**config.mk**
```make
export PLATFORM = sky130hd
export DESIGN_NAME = hc595_rx
export DESIGN_NICKNAME = d
export VERILOG_FILES = /design/src/rtl/hc595_rx_pkg.sv /design/src/rtl/hc595_rx_sync_edge.sv /design/src/rtl/hc595_rx.sv
export SDC_FILE = /design/constraint.sdc
export NUM_CORES = 1
export LEC_CHECK = 0
export CORE_ASPECT_RATIO = 0.8
export CORE_MARGIN = 8
export CORE_UTILIZATION = 56
export CTS_BUF_LIST = sky130_fd_sc_hd__clkbuf_4 sky130_fd_sc_hd__clkbuf_8 sky130_fd_sc_hd__clkbuf_16
export DETAILED_ROUTE_END_ITERATION = 16
export GPL_ROUTABILITY_DRIVEN = 0
export PLACE_DENSITY = 0.92
export REMOVE_ABC_BUFFERS = 1
export SLEW_MARGIN = 20
export SYNTH_ARGS = -nofsm -noshare
export SYNTH_HDL_FRONTEND = slang
export SYNTH_SLANG_ARGS = --single-unit
```
**constraint.sdc**
```tcl
create_clock -name sys_clk -period 6.4 [get_ports sys_clk]
set_input_delay 0.96 -clock sys_clk [delete_from_list [all_inputs] [get_ports sys_clk]]
set_output_delay 0.96 -clock sys_clk [all_outputs]
set_load 0.02 [all_outputs]
```
**src/rtl/hc595_rx_pkg.sv**
```systemverilog
// Shared constants for the 74HC595 display link receiver.
// Provides default frame geometry and the link idle levels. The idle levels
// double as synchronizer reset values, so no edge is seen on reset release.
package hc595_rx_pkg;

  localparam int unsigned HC_FRAME_BITS  = 14;
  localparam int unsigned HC_SEL_W       = 6;
  localparam int unsigned HC_SEG_W       = 8;
  localparam int unsigned HC_SYNC_STAGES = 2;

  // Width of the per-frame bit counter (saturates at all-ones)
  localparam int unsigned BIT_CNT_W = 4;

  // Idle link levels
  localparam logic IDLE_STCP = 1'b0;
  localparam logic IDLE_SHCP = 1'b0;
  localparam logic IDLE_DS   = 1'b0;
  localparam logic IDLE_OE   = 1'b1;

  // Saturating increment for the bit counter
  function automatic logic [BIT_CNT_W-1:0] sat_inc_bits(input logic [BIT_CNT_W-1:0] v);
    sat_inc_bits = (v == '1) ? v : v + 1'b1;
  endfunction

endpackage

```
**src/rtl/hc595_rx_sync_edge.sv**
```systemverilog
// Multi-stage synchronizer with a registered rising-edge pulse.
// Ports:
//   clk, rst   system clock, synchronous active-high reset
//   din        asynchronous input
//   level      synchronized level (STAGES cycles of delay)
//   level_dly  level delayed one more cycle; aligned with rise
//   rise       one-cycle pulse, registered, on a synchronized 0->1 transition
module hc595_rx_sync_edge #(
  parameter int unsigned STAGES = 2,
  parameter logic        IDLE   = 1'b0
) (
  input  logic clk,
  input  logic rst,
  input  logic din,
  output logic level,
  output logic level_dly,
  output logic rise
);

  logic [STAGES-1:0] sync;

  always_ff @(posedge clk) begin
    if (rst) begin
      sync      <= {STAGES{IDLE}};
      level_dly <= IDLE;
      rise      <= 1'b0;
    end else begin
      sync      <= {sync[STAGES-2:0], din};
      level_dly <= sync[STAGES-1];
      // level_dly is the previous synchronized level, so this is the edge
      rise      <= sync[STAGES-1] & ~level_dly;
    end
  end

  assign level = sync[STAGES-1];

endmodule

```
**src/rtl/hc595_rx.sv**
```systemverilog
// Receive end of the 74HC595 display link.
// Recovers the serial frame sent on ds/shcp/stcp/oe and presents the latched
// digit-select / segment values along with frame status and counters.
// Ports:
//   sys_clk, sys_rst   system clock, synchronous active-high reset
//   stcp, shcp, ds, oe asynchronous link inputs (oe active-low)
//   sel, seg           latched digit select / segment pattern
//   disp_en            synchronized ~oe
//   frame_vld          pulse on every latch
//   frame_err          pulse with frame_vld when the bit count was wrong
//   frame_cnt          latches since reset (wraps)
//   err_cnt            bad frames since reset (saturates)
module hc595_rx
  import hc595_rx_pkg::*;
#(
  parameter int unsigned SYNC_STAGES = HC_SYNC_STAGES,
  parameter int unsigned FRAME_BITS  = HC_FRAME_BITS,
  parameter int unsigned SEL_W       = HC_SEL_W,
  parameter int unsigned SEG_W       = HC_SEG_W
) (
  input  logic             sys_clk,
  input  logic             sys_rst,
  input  logic             stcp,
  input  logic             shcp,
  input  logic             ds,
  input  logic             oe,
  output logic [SEL_W-1:0] sel,
  output logic [SEG_W-1:0] seg,
  output logic             disp_en,
  output logic             frame_vld,
  output logic             frame_err,
  output logic [15:0]      frame_cnt,
  output logic [7:0]       err_cnt
);

  localparam logic [BIT_CNT_W-1:0] FRAME_CNT = BIT_CNT_W'(FRAME_BITS);

  logic shcp_rise, stcp_rise, ds_d, oe_lvl;
  logic shcp_lvl, shcp_dly, stcp_lvl, stcp_dly, ds_lvl, ds_rise, oe_dly, oe_rise;

  hc595_rx_sync_edge #(.STAGES(SYNC_STAGES), .IDLE(IDLE_SHCP)) u_sync_shcp (
    .clk(sys_clk), .rst(sys_rst), .din(shcp),
    .level(shcp_lvl), .level_dly(shcp_dly), .rise(shcp_rise)
  );

  hc595_rx_sync_edge #(.STAGES(SYNC_STAGES), .IDLE(IDLE_STCP)) u_sync_stcp (
    .clk(sys_clk), .rst(sys_rst), .din(stcp),
    .level(stcp_lvl), .level_dly(stcp_dly), .rise(stcp_rise)
  );

  // ds goes through the same depth plus the edge register, so ds_d is the
  // value present at the synchronized shcp rise
  hc595_rx_sync_edge #(.STAGES(SYNC_STAGES), .IDLE(IDLE_DS)) u_sync_ds (
    .clk(sys_clk), .rst(sys_rst), .din(ds),
    .level(ds_lvl), .level_dly(ds_d), .rise(ds_rise)
  );

  // oe uses the undelayed level so disp_en lands SYNC_STAGES+1 cycles out
  hc595_rx_sync_edge #(.STAGES(SYNC_STAGES), .IDLE(IDLE_OE)) u_sync_oe (
    .clk(sys_clk), .rst(sys_rst), .din(oe),
    .level(oe_lvl), .level_dly(oe_dly), .rise(oe_rise)
  );

  logic unused_sync;
  assign unused_sync = ^{shcp_lvl, shcp_dly, stcp_lvl, stcp_dly,
                         ds_lvl, ds_rise, oe_dly, oe_rise};

  logic [FRAME_BITS-1:0] shreg, sh_next;
  logic [BIT_CNT_W-1:0]  bit_cnt, cnt_next;
  logic [SEL_W-1:0]      sel_next;
  logic [SEG_W-1:0]      seg_next;
  logic                  bad_len;

  // Shift is resolved before the latch so a same-cycle shcp/stcp rise
  // latches the post-shift register and counts the final bit
  always_comb begin
    sh_next  = shreg;
    cnt_next = bit_cnt;
    if (shcp_rise) begin
      sh_next  = {shreg[FRAME_BITS-2:0], ds_d};
      cnt_next = sat_inc_bits(bit_cnt);
    end
    sel_next = '0;
    for (int unsigned i = 0; i < SEL_W; i++) begin
      sel_next[i] = sh_next[FRAME_BITS-1-i];
    end
    seg_next = sh_next[SEG_W-1:0];
    bad_len  = (cnt_next != FRAME_CNT);
  end

  always_ff @(posedge sys_clk) begin
    if (sys_rst) begin
      shreg     <= '0;
      bit_cnt   <= '0;
      sel       <= '0;
      seg       <= '1;
      disp_en   <= 1'b0;
      frame_vld <= 1'b0;
      frame_err <= 1'b0;
      frame_cnt <= '0;
      err_cnt   <= '0;
    end else begin
      shreg     <= sh_next;
      disp_en   <= ~oe_lvl;
      frame_vld <= stcp_rise;
      frame_err <= stcp_rise & bad_len;
      if (stcp_rise) begin
        sel       <= sel_next;
        seg       <= seg_next;
        bit_cnt   <= '0;
        frame_cnt <= frame_cnt + 16'd1;
        if (bad_len && (err_cnt != '1)) begin
          err_cnt <= err_cnt + 8'd1;
        end
      end else begin
        bit_cnt <= cnt_next;
      end
    end
  end

endmodule

```
==> results.txt <==
- Worst hold slack: 0.3821 ns
* Die Wd: 93.78 µm
- On the worst path, the slowest cell contributes a delay of 0.96 ns.
- Final clock skew: 0.005962 ns
- Overall die area: 7335 µm²
- Max-cap violations in this run came to 0.
- Sequential fraction of design power: 53.3%
- Period utilisation layout: 42.20%
- For this design the total switching power over the nets is 182.4 µW.
* Detail-routed net length per standard cell: 14.49 µm
* Leading area contributor after synthesis: sky130_fd_sc_hd__dfxtp_1
- Most common cell after layout, fill and taps aside: sky130_fd_sc_hd__dfxtp_1
- Setup tns final: 0 ns
* Total number of H-tree levels: 3
- In the routed layout, each cell is associated on average with a via count of 5.322.
- Gate power share: 4.3%
- Starting utilization of the core area: 58.60%
* Std cell rows: 22
- All-Layer GR Usage: 15.75%
- Status: completed
- Across all layers, the routed design uses 2049 vias.
- Post-CTS repair timing setup buffer count: 0
- Signal arrival time at the worst endpoint: 2.93 ns
- In this run the tool buffered the top-level ports with 46 buffer cells.
- Reg2reg setup slack: 3.70 ns
- After detailed routing, the total wire length is 5577 µm.
- Post_cts resized: 0
- Grouping stages by cell kind, the critical path spends the most delay in flip-flops.
* TritonRoute pass-1 iters: 4
- OpenSTA, run right after detailed placement, puts the worst setup slack at 3.772 ns.
* Overall overflow remaining after global route: 0
- The worst register-to-register path has a depth of 5.
* Final WS setup: 3.700 ns
- Layout overhead on the synthesized area: 25.12%
- Via count of the first global-routing pass: 2027
- The filler cells instantiated in the layout total 319.
* Buf/Inv on CP: 0
* Total DRC errors in the routed layout: 0
- The worst hold path terminates at u_sync_stcp.rise.
- STA classifies the critical path endpoint as a register.
* Slowest cell on the critical path: sky130_fd_sc_hd__dfxtp_1
* Worst reg2reg startpoint: u_sync_shcp.rise
- In this run the count of I/O pins placed on the die edge is 47.
- In the synthesized netlist, the number of instances is 278.
- Net switching is 21.12% of the power.
- Longest Clk Path Bufs: 2
* Cell types with the largest area share after synthesis: sky130_fd_sc_hd__dfxtp_1 (53%), sky130_fd_sc_hd__nor2_1 (7.6%), sky130_fd_sc_hd__mux2i_1 (6.3%), sky130_fd_sc_hd__xor2_1 (4.2%), sky130_fd_sc_hd__nor2b_1 (3.7%)
- Walking the worst path, the cells encountered are nand2_1 -> mux2_2 -> a21oi_2 -> nand4_1 -> mux2_4.
- The worst-case IR drop observed on VDD is 0.0001786 V.
- TritonCTS built the clock tree.
- Internal cell power: 681.3 µW
- Along the worst hold path, the cell count comes to 1.
- Clock Sinks: 72
- Achievable frequency: 370.3 MHz
- Measured against its own limit, the worst slew margin works out to 35.04%.
- Setup repair after global routing missed its margin: no
- Total power density per cell area: 254.7 nW/µm²
- FF-to-FF End: err_cnt[6]
- Leading cell types in the layout, fill and taps excluded: sky130_fd_sc_hd__dfxtp_1 (72), sky130_fd_sc_hd__nor2_1 (55), sky130_fd_sc_hd__clkdlybuf4s50_1 (45)
- Post-layout power: 863.6 µW
- Tightest Pin Transition: 0.9731 ns
- Summing every instance area after synthesis gives 2710 µm².
- The first global-routing pass estimated 9252 µm of wire.
- Yosys cell types: 33
- The root buffer cell chosen for the clock tree is sky130_fd_sc_hd__clkbuf_8.
* Post-CTS Hold Fix Bufs: 0
- Minimum period implied by the final worst setup slack: 2.700 ns
- The number of antenna violations at the first check in global routing is 0.
* Static Leak: 0.001291 µW
- Entering global routing, the biggest net connects 75 pins.
* Number of max-slew violations in the final report: 0
* Fraction of post-synthesis cell area in the top cell type by area: 53.19%
- The critical path is of the register to register type.
- Hold/Removal Path Class: register to register
- In the final layout, flip-flops and latches occupy 1441 µm².
* Share of layout cells above drive strength 1: 11.69%
- Combined area of the multi-input logic cells: 1197 µm²
* Starting DRC count in detailed routing: 132
* Worst Min Path Start: u_sync_stcp.level_dly
- The die is 78.22 µm tall.
* Register area share after synthesis: 53.19%
* Final net count: 329
* Count of nets left with antenna violations after detail routing: 0
- STA classifies the critical path startpoint as a register.
- Maximum fanout along the worst path: 21
- Clock group share of total power: 42.4%
- Detailed placement ended at an HPWL of 3477 µm.
- Antenna fix cells: 0
* Syn avg cell area: 9.749 µm²
- Placeable core region: 4624 µm²
* Hold Fails Final Rpt: 0
- Clock-pin slew was measured on the worst setup and hold paths at 0.07 ns.
* Clock buffer count from CTS: 9
- Later-pin clock latency in the skew report: 0.34 ns
- After synthesis the netlist holds a flip-flop and latch count of 72.
* Critical Path RT: 6.63 ns
- Number of warning messages in the yosys log: 0
- Setup violations, final: 0
==> synthesized netlist by cell type (all sizes together) <==
cell type,instances
dfxtp,72
nor2,55
mux2i,17
nor2b,16
a21oi,13
clkbuf,13
xor2,13
or2,10
nand2,9
nand3,7
a211oi,6
nand4,6
and3,5
mux2,5
and4,4
buf,4
xnor2,4
ha,3
nor3,3
a31o,2
nand2b,2
a2111oi,1
a21bo,1
a21boi,1
a311o,1
nand3b,1
nor3b,1
nor4bb,1
o211a,1
o21ai,1
==> per-stage QoR <==
stage,area (µm²),std cells,utilization [%]
floorplan,2639,261,-
global placement,3184,369,68.86
detailed placement,3184,369,68.86
CTS,3391,385,73.32
global route,3391,385,73.32
finish,3391,385,73.32
==> flip-flops by register name (all words and copies together) (netlist names), 2 cells and up <==
name / cells
err_cnt: 8
frame_cnt: 16
shreg: 14
sel: 6
u_sync_stcp.sync: 2
bit_cnt: 4
u_sync_shcp.sync: 2
seg: 8
u_sync_oe.sync: 2
u_sync_ds.sync: 2
==> per-layer routing <==
layer | global-route usage (%) | up-vias | share of wire (%)
met5 | 0 | - | 0
met4 | 7.583 | 0 | 1.8
met3 | 8.175 | 12 | 7.6
met2 | 24.79 | 57 | 47
met1 | 17.14 | 961 | 44
li1 | - | 1019 | -
==> worst max-delay path by stage <==
stage	cells after the start	from	to	slack, ns
floorplan	6	u_sync_shcp.rise	err_cnt[6]	4.04
global placement	6	u_sync_shcp.rise	err_cnt[6]	3.83
detailed placement	6	u_sync_shcp.rise	err_cnt[6]	3.77
CTS	5	u_sync_shcp.rise	err_cnt[6]	3.71
global route	5	u_sync_shcp.rise	err_cnt[5]	3.53
finish	5	u_sync_shcp.rise	err_cnt[6]	3.70
==> power groups by stage <==
stage / Sequential [µW] / Combinational (µW) / Clock (µW)
6_report: 460 / 37.2 / 366
2_1_floorplan: 476 / 11.4 / 0
5_1_grt: 461 / 40.6 / 389
4_1_cts: 460 / 37.5 / 371
3_5_place_dp: 470 / 37.1 / 0
3_3_place_gp: 470 / 36.2 / 0
==> cells by family (layout without fill, tap and decap cells) <==
kind of cell / count (synthesis) / count (layout) / synth area share [%]
DFF: 72 / 72 / 53.19
xor gates and xnor gates: 17 / 17 / 5.494
and+or+nand+nor: 120 / 120 / 21.93
AOI/OAI and AO/OA: 27 / 27 / 6.741
buffers and inverters: 17 / 64 / 2.632
muxes: 22 / 22 / 8.633
adders and majority gates: 3 / 3 / 1.385
==> cell type report <==
cell class | instances | share of cell area (%)
Timing Repair Buffer | 48 | 13.87
Tap cell | 60 | 2.214
Clock inverter | 3 | 1.181
Sequential cell | 72 | 42.51
Clock buffer | 13 | 4.908
Multi-Input combinational cell | 189 | 35.31
Power figures use the tool's default switching activity.
